### src/rtl/memory_stage_controller_pkg.sv
// Shared pipeline definitions for the memory stage: default widths,
// memory-op encodings and the two-state controller sequence.
package memory_stage_controller_pkg;

   localparam int          DATA_W_DEF  = 16;
   localparam int          SP_W_DEF    = 32;
   localparam int          ADDR_W_DEF  = 16;
   localparam logic [31:0] SP_INIT_DEF = 32'h0000_FFFF;

   // Memory op field carried in the EM pipeline register
   typedef enum logic [2:0] {
      OP_NOP    = 3'd0,
      OP_LOAD   = 3'd1,
      OP_STORE  = 3'd2,
      OP_PUSH   = 3'd3,
      OP_POP    = 3'd4,
      OP_CALL32 = 3'd5,
      OP_RET32  = 3'd6,
      OP_RSVD   = 3'd7
   } op_e;

   // IDLE handles single-word ops; SECOND finishes CALL32/RET32
   typedef enum logic {
      ST_IDLE   = 1'b0,
      ST_SECOND = 1'b1
   } state_e;

endpackage

### src/rtl/memory_stage_controller_if.sv
// Data-memory bus between the memory stage (master) and the data RAM
// (slave). Read data is combinational: valid in the same cycle as the
// address.
interface memory_stage_controller_if
   import memory_stage_controller_pkg::*;
#(
   parameter int DATA_W = DATA_W_DEF,
   parameter int ADDR_W = ADDR_W_DEF
);
   logic [ADDR_W-1:0] mem_addr;
   logic [DATA_W-1:0] mem_wdata;
   logic              mem_we;
   logic              mem_re;
   logic [DATA_W-1:0] mem_rdata;

   modport master (
      output mem_addr,
      output mem_wdata,
      output mem_we,
      output mem_re,
      input  mem_rdata
   );

   modport slave (
      input  mem_addr,
      input  mem_wdata,
      input  mem_we,
      input  mem_re,
      output mem_rdata
   );
endinterface

### src/rtl/memory_stage_controller_stack_pointer_unit.sv
// Stack pointer for a full-descending stack: holds SP, steps it by one
// in either direction and provides the pop address (SP+1).
// Optional: STACK_OVERFLOW_CHECK_EN flags a push at SP==0 and a pop at
// SP==SP_INIT as blocked; without it the blocks are tied low and SP wraps.
module stack_pointer_unit
   import memory_stage_controller_pkg::*;
#(
   parameter int              SP_W    = SP_W_DEF,
   parameter int              ADDR_W  = ADDR_W_DEF,
   parameter logic [SP_W-1:0] SP_INIT = SP_INIT_DEF
) (
   input  logic              i_clk,
   input  logic              i_reset,
   input  logic              i_inc,
   input  logic              i_dec,
   output logic [SP_W-1:0]   o_sp,
   output logic [ADDR_W-1:0] o_pop_addr,
   output logic              o_push_blk,
   output logic              o_pop_blk
);
   localparam logic [SP_W-1:0]   SP_ONE   = {{(SP_W-1){1'b0}}, 1'b1};
   localparam logic [ADDR_W-1:0] ADDR_ONE = {{(ADDR_W-1){1'b0}}, 1'b1};

   logic [SP_W-1:0] r_sp;

   // SP register: reset to SP_INIT, otherwise step once per cycle (mod 2^SP_W)
   always_ff @(posedge i_clk) begin
      if (i_reset) begin
         r_sp <= SP_INIT;
      end else if (i_inc && !i_dec) begin
         r_sp <= r_sp + SP_ONE;
      end else if (i_dec && !i_inc) begin
         r_sp <= r_sp - SP_ONE;
      end else begin
         r_sp <= r_sp;
      end
   end

   assign o_sp = r_sp;
   // Low bits of SP+1 equal the low bits of SP plus one modulo 2^ADDR_W
   assign o_pop_addr = r_sp[ADDR_W-1:0] + ADDR_ONE;

`ifdef STACK_OVERFLOW_CHECK_EN
   assign o_push_blk = (r_sp == {SP_W{1'b0}});
   assign o_pop_blk  = (r_sp == SP_INIT);
`else
   assign o_push_blk = 1'b0;
   assign o_pop_blk  = 1'b0;
`endif

endmodule

### src/rtl/memory_stage_controller.sv
// Memory stage of the pipeline: loads/stores, single-word push/pop and
// two-word CALL32/RET32 sequenced by a small IDLE/SECOND FSM.
// Optional: STACK_OVERFLOW_CHECK_EN suppresses out-of-range stack
// accesses and raises a sticky o_stack_exc.
// Assumes SP_W == 2*DATA_W (return PC is stored as two stack words) and
// ADDR_W <= DATA_W.
module memory_stage_controller
   import memory_stage_controller_pkg::*;
#(
   parameter int              DATA_W  = DATA_W_DEF,
   parameter int              SP_W    = SP_W_DEF,
   parameter int              ADDR_W  = ADDR_W_DEF,
   parameter logic [SP_W-1:0] SP_INIT = SP_INIT_DEF
) (
   input  logic                 i_clk,
   input  logic                 i_reset,
   input  logic [2:0]           i_op,
   input  logic                 i_flush,
   input  logic [DATA_W-1:0]    i_result,
   input  logic [DATA_W-1:0]    i_address,
   input  logic [3:0]           i_reg_dst_num,
   input  logic [DATA_W-1:0]    i_reg_dst_value,
   input  logic [SP_W-1:0]      i_pc,
   input  logic                 i_wb_en,
   memory_stage_controller_if.master bus,
   output logic                 o_stall,
   output logic [SP_W-1:0]      o_sp,
   output logic                 o_wb_en,
   output logic [3:0]           o_reg_dst_num,
   output logic [DATA_W-1:0]    o_wb_data,
   output logic                 o_pc_load,
   output logic [SP_W-1:0]      o_pc,
   output logic                 o_stack_exc
);

   state_e            r_state, w_state_nxt;
   logic              r_second_ret, w_second_ret_nxt;
   logic [DATA_W-1:0] r_hold, w_hold_nxt;

   logic              r_wb_en, w_wb_en_nxt;
   logic [3:0]        r_reg_dst_num;
   logic [DATA_W-1:0] r_wb_data, w_wb_data_nxt;
   logic              r_pc_load, w_pc_load_nxt;
   logic [SP_W-1:0]   r_pc, w_pc_nxt;
   logic              r_stack_exc, w_exc_set;

   logic              w_mem_we, w_mem_re, w_stall;
   logic [ADDR_W-1:0] w_mem_addr;
   logic [DATA_W-1:0] w_mem_wdata;

   logic              w_sp_inc, w_sp_dec;
   logic [SP_W-1:0]   w_sp;
   logic [ADDR_W-1:0] w_pop_addr;
   logic              w_push_blk, w_pop_blk;

   stack_pointer_unit #(
      .SP_W    (SP_W),
      .ADDR_W  (ADDR_W),
      .SP_INIT (SP_INIT)
   ) u_spu (
      .i_clk      (i_clk),
      .i_reset    (i_reset),
      .i_inc      (w_sp_inc),
      .i_dec      (w_sp_dec),
      .o_sp       (w_sp),
      .o_pop_addr (w_pop_addr),
      .o_push_blk (w_push_blk),
      .o_pop_blk  (w_pop_blk)
   );

   // Next state, memory strobes, SP steps and next registered outputs
   always_comb begin
      w_state_nxt      = r_state;
      w_second_ret_nxt = r_second_ret;
      w_hold_nxt       = r_hold;
      w_mem_we         = 1'b0;
      w_mem_re         = 1'b0;
      w_mem_addr       = '0;
      w_mem_wdata      = '0;
      w_stall          = 1'b0;
      w_sp_inc         = 1'b0;
      w_sp_dec         = 1'b0;
      w_wb_en_nxt      = 1'b0;
      w_wb_data_nxt    = r_wb_data;
      w_pc_load_nxt    = 1'b0;
      w_pc_nxt         = r_pc;
      w_exc_set        = 1'b0;
      if (i_reset) begin
         w_state_nxt = ST_IDLE;
      end else begin
         case (r_state)
            ST_IDLE: begin
               if (i_flush) begin
                  w_state_nxt = ST_IDLE;
               end else begin
                  case (op_e'(i_op))
                     OP_LOAD: begin
                        w_mem_re      = 1'b1;
                        w_mem_addr    = i_address[ADDR_W-1:0];
                        w_wb_en_nxt   = i_wb_en;
                        w_wb_data_nxt = bus.mem_rdata;
                     end
                     OP_STORE: begin
                        w_mem_we    = 1'b1;
                        w_mem_addr  = i_address[ADDR_W-1:0];
                        w_mem_wdata = i_reg_dst_value;
                     end
                     OP_PUSH: begin
                        if (w_push_blk) begin
                           w_exc_set = 1'b1;
                        end else begin
                           w_mem_we    = 1'b1;
                           w_mem_addr  = w_sp[ADDR_W-1:0];
                           w_mem_wdata = i_reg_dst_value;
                           w_sp_dec    = 1'b1;
                        end
                     end
                     OP_POP: begin
                        if (w_pop_blk) begin
                           w_exc_set = 1'b1;
                        end else begin
                           w_mem_re      = 1'b1;
                           w_mem_addr    = w_pop_addr;
                           w_sp_inc      = 1'b1;
                           w_wb_en_nxt   = i_wb_en;
                           w_wb_data_nxt = bus.mem_rdata;
                        end
                     end
                     OP_CALL32: begin
                        // High word first; low word is parked for SECOND
                        if (w_push_blk) begin
                           w_exc_set = 1'b1;
                        end else begin
                           w_mem_we         = 1'b1;
                           w_mem_addr       = w_sp[ADDR_W-1:0];
                           w_mem_wdata      = i_pc[SP_W-1:SP_W-DATA_W];
                           w_sp_dec         = 1'b1;
                           w_stall          = 1'b1;
                           w_hold_nxt       = i_pc[DATA_W-1:0];
                           w_second_ret_nxt = 1'b0;
                           w_state_nxt      = ST_SECOND;
                        end
                     end
                     OP_RET32: begin
                        // Low word pops first and is parked for SECOND
                        if (w_pop_blk) begin
                           w_exc_set = 1'b1;
                        end else begin
                           w_mem_re         = 1'b1;
                           w_mem_addr       = w_pop_addr;
                           w_sp_inc         = 1'b1;
                           w_stall          = 1'b1;
                           w_hold_nxt       = bus.mem_rdata;
                           w_second_ret_nxt = 1'b1;
                           w_state_nxt      = ST_SECOND;
                        end
                     end
                     default: begin
                        // NOP, ALU results and the reserved encoding
                        w_wb_en_nxt   = i_wb_en;
                        w_wb_data_nxt = i_result;
                     end
                  endcase
               end
            end
            ST_SECOND: begin
               // Flush is ignored here: the two-word op always finishes
               w_state_nxt = ST_IDLE;
               if (r_second_ret) begin
                  if (w_pop_blk) begin
                     w_exc_set = 1'b1;
                  end else begin
                     w_mem_re      = 1'b1;
                     w_mem_addr    = w_pop_addr;
                     w_sp_inc      = 1'b1;
                     w_pc_load_nxt = 1'b1;
                     w_pc_nxt      = SP_W'({bus.mem_rdata, r_hold});
                  end
               end else begin
                  if (w_push_blk) begin
                     w_exc_set = 1'b1;
                  end else begin
                     w_mem_we    = 1'b1;
                     w_mem_addr  = w_sp[ADDR_W-1:0];
                     w_mem_wdata = r_hold;
                     w_sp_dec    = 1'b1;
                  end
               end
            end
            default: begin
               w_state_nxt = ST_IDLE;
            end
         endcase
      end
   end

   // FSM state, parked stack word and registered pipeline outputs
   always_ff @(posedge i_clk) begin
      if (i_reset) begin
         r_state       <= ST_IDLE;
         r_second_ret  <= 1'b0;
         r_hold        <= '0;
         r_wb_en       <= 1'b0;
         r_reg_dst_num <= 4'd0;
         r_wb_data     <= '0;
         r_pc_load     <= 1'b0;
         r_pc          <= '0;
         r_stack_exc   <= 1'b0;
      end else begin
         r_state       <= w_state_nxt;
         r_second_ret  <= w_second_ret_nxt;
         r_hold        <= w_hold_nxt;
         r_wb_en       <= w_wb_en_nxt;
         r_reg_dst_num <= i_reg_dst_num;
         r_wb_data     <= w_wb_data_nxt;
         r_pc_load     <= w_pc_load_nxt;
         r_pc          <= w_pc_nxt;
         r_stack_exc   <= r_stack_exc | w_exc_set;
      end
   end

   assign bus.mem_we    = w_mem_we;
   assign bus.mem_re    = w_mem_re;
   assign bus.mem_addr  = w_mem_addr;
   assign bus.mem_wdata = w_mem_wdata;

   assign o_stall       = w_stall;
   assign o_sp          = w_sp;
   assign o_wb_en       = r_wb_en;
   assign o_reg_dst_num = r_reg_dst_num;
   assign o_wb_data     = r_wb_data;
   assign o_pc_load     = r_pc_load;
   assign o_pc          = r_pc;
   assign o_stack_exc   = r_stack_exc;

endmodule

### src/flat_wrapper.sv
// flat-port wrapper written by rule: the top's interface ports become plain ports
module memory_stage_controller_flat import memory_stage_controller_pkg::*;
#(
   parameter int              DATA_W  = DATA_W_DEF,
   parameter int              SP_W    = SP_W_DEF,
   parameter int              ADDR_W  = ADDR_W_DEF,
   parameter logic [SP_W-1:0] SP_INIT = SP_INIT_DEF
)
  (i_clk, i_reset, i_op, i_flush, i_result, i_address, i_reg_dst_num, i_reg_dst_value, i_pc, i_wb_en, o_stall, o_sp, o_wb_en, o_reg_dst_num, o_wb_data, o_pc_load, o_pc, o_stack_exc, bus_mem_addr, bus_mem_wdata, bus_mem_we, bus_mem_re, bus_mem_rdata);
  memory_stage_controller_if #(.DATA_W(DATA_W), .ADDR_W(ADDR_W)) bus_i ();
  input  logic i_clk;
  input  logic i_reset;
  input  logic [2:0] i_op;
  input  logic i_flush;
  input  logic [DATA_W-1:0] i_result;
  input  logic [DATA_W-1:0] i_address;
  input  logic [3:0] i_reg_dst_num;
  input  logic [DATA_W-1:0] i_reg_dst_value;
  input  logic [SP_W-1:0] i_pc;
  input  logic i_wb_en;
  output logic o_stall;
  output logic [SP_W-1:0] o_sp;
  output logic o_wb_en;
  output logic [3:0] o_reg_dst_num;
  output logic [DATA_W-1:0] o_wb_data;
  output logic o_pc_load;
  output logic [SP_W-1:0] o_pc;
  output logic o_stack_exc;
  output wire logic [$bits(bus_i.mem_addr)-1:0] bus_mem_addr;
  output wire logic [$bits(bus_i.mem_wdata)-1:0] bus_mem_wdata;
  output wire logic [$bits(bus_i.mem_we)-1:0] bus_mem_we;
  output wire logic [$bits(bus_i.mem_re)-1:0] bus_mem_re;
  input wire logic [$bits(bus_i.mem_rdata)-1:0] bus_mem_rdata;
  assign bus_mem_addr = bus_i.mem_addr;
  assign bus_mem_wdata = bus_i.mem_wdata;
  assign bus_mem_we = bus_i.mem_we;
  assign bus_mem_re = bus_i.mem_re;
  assign bus_i.mem_rdata = bus_mem_rdata;
  memory_stage_controller #(.DATA_W(DATA_W), .SP_W(SP_W), .ADDR_W(ADDR_W), .SP_INIT(SP_INIT)) u_core (.i_clk(i_clk), .i_reset(i_reset), .i_op(i_op), .i_flush(i_flush), .i_result(i_result), .i_address(i_address), .i_reg_dst_num(i_reg_dst_num), .i_reg_dst_value(i_reg_dst_value), .i_pc(i_pc), .i_wb_en(i_wb_en), .bus(bus_i), .o_stall(o_stall), .o_sp(o_sp), .o_wb_en(o_wb_en), .o_reg_dst_num(o_reg_dst_num), .o_wb_data(o_wb_data), .o_pc_load(o_pc_load), .o_pc(o_pc), .o_stack_exc(o_stack_exc));
endmodule
### config.mk
export PLATFORM = sky130hd
export DESIGN_NAME = memory_stage_controller_flat
export DESIGN_NICKNAME = d
export VERILOG_FILES = /design/src/rtl/memory_stage_controller_pkg.sv /design/src/rtl/memory_stage_controller_if.sv /design/src/rtl/memory_stage_controller_stack_pointer_unit.sv /design/src/rtl/memory_stage_controller.sv /design/src/flat_wrapper.sv
export SDC_FILE = /design/constraint.sdc
export NUM_CORES = 1
export LEC_CHECK = 0
export BUFFER_PORTS_ARGS = -buffer_cell sky130_fd_sc_hd__buf_2
export CAP_MARGIN = 15
export CORE_ASPECT_RATIO = 1.2
export CORE_MARGIN = 1.5
export CORE_UTILIZATION = 48
export CTS_CLUSTER_DIAMETER = 50
export DETAILED_ROUTE_END_ITERATION = 10
export PLACE_DENSITY = 0.74
export SETUP_SLACK_MARGIN = 0.5
export SLEW_MARGIN = 25
export SYNTH_ARGS = -nofsm -noshare
export SYNTH_HDL_FRONTEND = slang
export SYNTH_HIERARCHICAL = 1
export SYNTH_SLANG_ARGS = --single-unit
### constraint.sdc
create_clock -name i_clk -period 4.3 [get_ports i_clk]
set_input_delay 0.645 -clock i_clk [delete_from_list [all_inputs] [get_ports i_clk]]
set_output_delay 0.645 -clock i_clk [all_outputs]
set_load 0.01 [all_outputs]
==> flow_summary.ini <==
[power]
pwr_density_cell_mw_per_mm2 = 276.7
finalPower_mw = 2.585
p_leak_nw = 3.973
irDropWorstVdd_mv = 0.2016

[place]
hpwl_um = 17310
globalplace.congestion = 0.9236
port_buffers = 228
dpl_cell_area_mm2 = 0.008930

[routing]
drc = 0
initialDrtViolationCount = 549
vias = 7951
finalWirelength_um = 24010
post_drt_wl_per_cell_um = 17.69
antenna_left = 0
drtPass1Iterations = 5
viasPerCell = 5.859

[synth]
synth_edf_count = 0
syn_area_per_cell_um2 = 7.905
yosys_most_used_dff = dfxtp_1
synth-seq-area-share_pct = 27.61
yosys.cell_types.count = 78
synth_top_area_share_pct = 27.61
synthCells = 963
synth_seq_cells = 105
yosysTopAreaCell = dfxtp_1
synth_warnings = 6
synthTopCellsByArea = dfxtp_1, nand2_1, ha_1, a21oi_1, mux2i_1
synthArstFlopShare_pct = 0
syn_area_mm2 = 0.007612

[critical_path]
arrival_ns = 3.88
endpoint_kind = flop
worstPathMaxFanout = 20
crit_required_ns = 4.54
worstSetupStartpointType = input port
path_class = in2reg

[sta]
hold_violations = 0
rsz0062_at_grt = false
skew_ns = 0.008225
drv_slew = 0
post-route-period-util_pct = 84.62
tightest_slew_ns = 0.9258
final.min_clock_period_ns = 3.639
holdWs_ns = 0.4510
relSlewSlack_pct = 38.05
fmax_mhz = 274.8
finalSetupViolCount = 0

[floorplanning]
die_h_um = 141.0
core_mm2 = 0.01558
num_rows = 50
dieArea_mm2 = 0.01663
die_w_um = 118.0
start_util_pct = 48.87
ios = 229

[hold_path]
hold_path_class = reg2reg

[clock_tree]
cts_tree = yes
cts_hold_buf = 0
clkSlewWorstSetupHoldPaths_ns = 0.07
clockBufferDepth = 2
cts.sinks = 105
root_buffer = clkbuf_16
cts_made_buffers = 9
h-tree-depth = 3
worstSkewPairLatency_ns = 0.36

[global_route]
antenna_found_initial = 2
grt_pass1_wl_um = 36840
grt_start_max_net_pins = 72
grtUsageTotal_pct = 27.47
grt_overflow = 0
grt_pass1_vias = 7037

[final_layout]
drive_gt1_share_pct = 29.73
area_growth_pct = 22.72
fin_area_mm2 = 0.009341
nets = 1283
filler_cell_count = 1434

[status]
status = complete, no violations

[job]
cap_violations = 0
cell usage after synthesis (4+ instances only):
cell      number
ha_1          33
nor2b_1       41
and2_1         4
o21bai_1       5
xor2_1        17
clkbuf_1      41
and3_1         6
a311oi_1      21
inv_1         12
buf_6          4
nand3b_1       6
a32o_1        16
a211oi_2      13
a22oi_1       16
nand2b_1      10
a31o_2        11
xnor2_1       21
nand4_1       13
dfxtp_1      105
o22ai_1       21
a211oi_1       6
buf_2         25
a211o_1       12
nor3_1         6
a21o_1        18
a21oi_1       77
nor2_1        86
nor3b_1        9
nand3_1       25
o21ai_0       26
o211ai_1       4
o21a_1         5
mux2i_1       35
a221oi_1      19
nand2_1      128
buf_4         11
layout by cell type (no fill, tap or decap), types with 17 or more instances in the layout:
| cell type | n |
|---|---|
| mux2i_1 | 35 |
| xor2_1 | 17 |
| nand3_1 | 24 |
| buf_4 | 23 |
| nand2_1 | 128 |
| buf_2 | 227 |
| a21o_1 | 18 |
| ha_1 | 22 |
| o22ai_1 | 20 |
| nor2b_1 | 38 |
| o21ai_0 | 24 |
| a21oi_1 | 73 |
| nor2_1 | 86 |
| a311oi_1 | 21 |
| a221oi_1 | 18 |
| dfxtp_1 | 104 |
| xnor2_1 | 21 |
final cells by class:
type | count | area [µm²] | area share (%)
diodes | 2 | 5.005 | 0.05358
clock buffers | 9 | 225.2 | 2.411
clock inverters | 7 | 82.58 | 0.8840
inverters | 12 | 48.80 | 0.5224
multi-input cells | 762 | 5274 | 56.46
flip-flops and latches | 105 | 2106 | 22.54
well taps | 208 | 260.3 | 2.786
repair buffers | 252 | 1340 | 14.35
critical path, cell delays in order:
cell and delay (ns):
buf_2 0.14, nor2_4 0.21, nand3_2 0.13, a21oi_4 0.18, ha_4 0.20, clkinvlp_4 0.15
buf_12 0.19, ha_4 0.31, and4_4 0.23, nand3_2 0.11, nor4_4 0.24, a2bb2oi_2 0.10
a21oi_2 0.14, o21ai_2 0.11, o31ai_2 0.21, mux2i_1 0.22, mux2_1 0.33
timing repair:
item                                    4_1_cts  5_1_grt
endpoints found under the setup margin        0       13
resized for setup                             0       14
setup buffers                                 0        4
per-layer routing:
layer	GRT usage, %	vias up	share of wire, %
li1	-	3870	-
met1	34.09	3699	41
met2	46.54	324	49
met3	4.773	58	6.4
met4	12.64	0	3.5
met5	0	-	0
path summary, 6_finish.rpt:
kind              cells past startpoint       startpoint                    end  slack, ns
setup / recovery                     17          i_flush  u_core/u_spu/o_sp[31]       0.66
hold / removal                        2  u_core/o_pc[24]        u_core/o_pc[24]       0.45
setup reg to reg                     16   u_core/r_state  u_core/u_spu/o_sp[31]       0.72
hold reg to reg                       2  u_core/o_pc[24]        u_core/o_pc[24]       0.45
registers in the layout (all words and copies together), names as in the netlist:
name	cells
u_core/o_stack_exc	1
u_core/o_pc_load	1
u_core/o_pc	32
u_core/o_wb_en	1
u_core/r_state	1
u_core/o_wb_data	16
u_core/r_second_ret	1
u_core/o_reg_dst_num	4
u_core/r_hold	16
u_core/u_spu/o_sp	32
logic make-up (layout without fill, tap and decap cells):
family          count (synthesis)  count (layout)  share of synthesized area [%]
compound gates                295             295                          28.44
xor+xnor                       38              38                          4.372
fa+ha+maj                      34              34                          5.687
buf+inv                        97             280                          6.147
flops                         105             105                          27.61
mux                            36              36                          4.750
other cells                     1               4                        0.04926
simple gates                  357             357                          22.95
report_power, final:
part	total, mW	internal, mW	switching [mW]
logic	0.695	0.312	0.383
registers	1.04	1.00	0.0367
clock network	0.850	0.417	0.433
per-stage QoR:
step	std cells	util, %	setup slack, ns	setup TNS, ns
finish	1357	59.97	0.6613	0
floorplan	964	-	-0.005087	-0.009813
CTS	1351	59.30	0.5266	0
detailed placement	1335	57.33	0.2722	0
global route	1357	59.97	0.4871	0
global placement	1335	57.33	0.2839	0
Power figures use the tool's default switching activity.
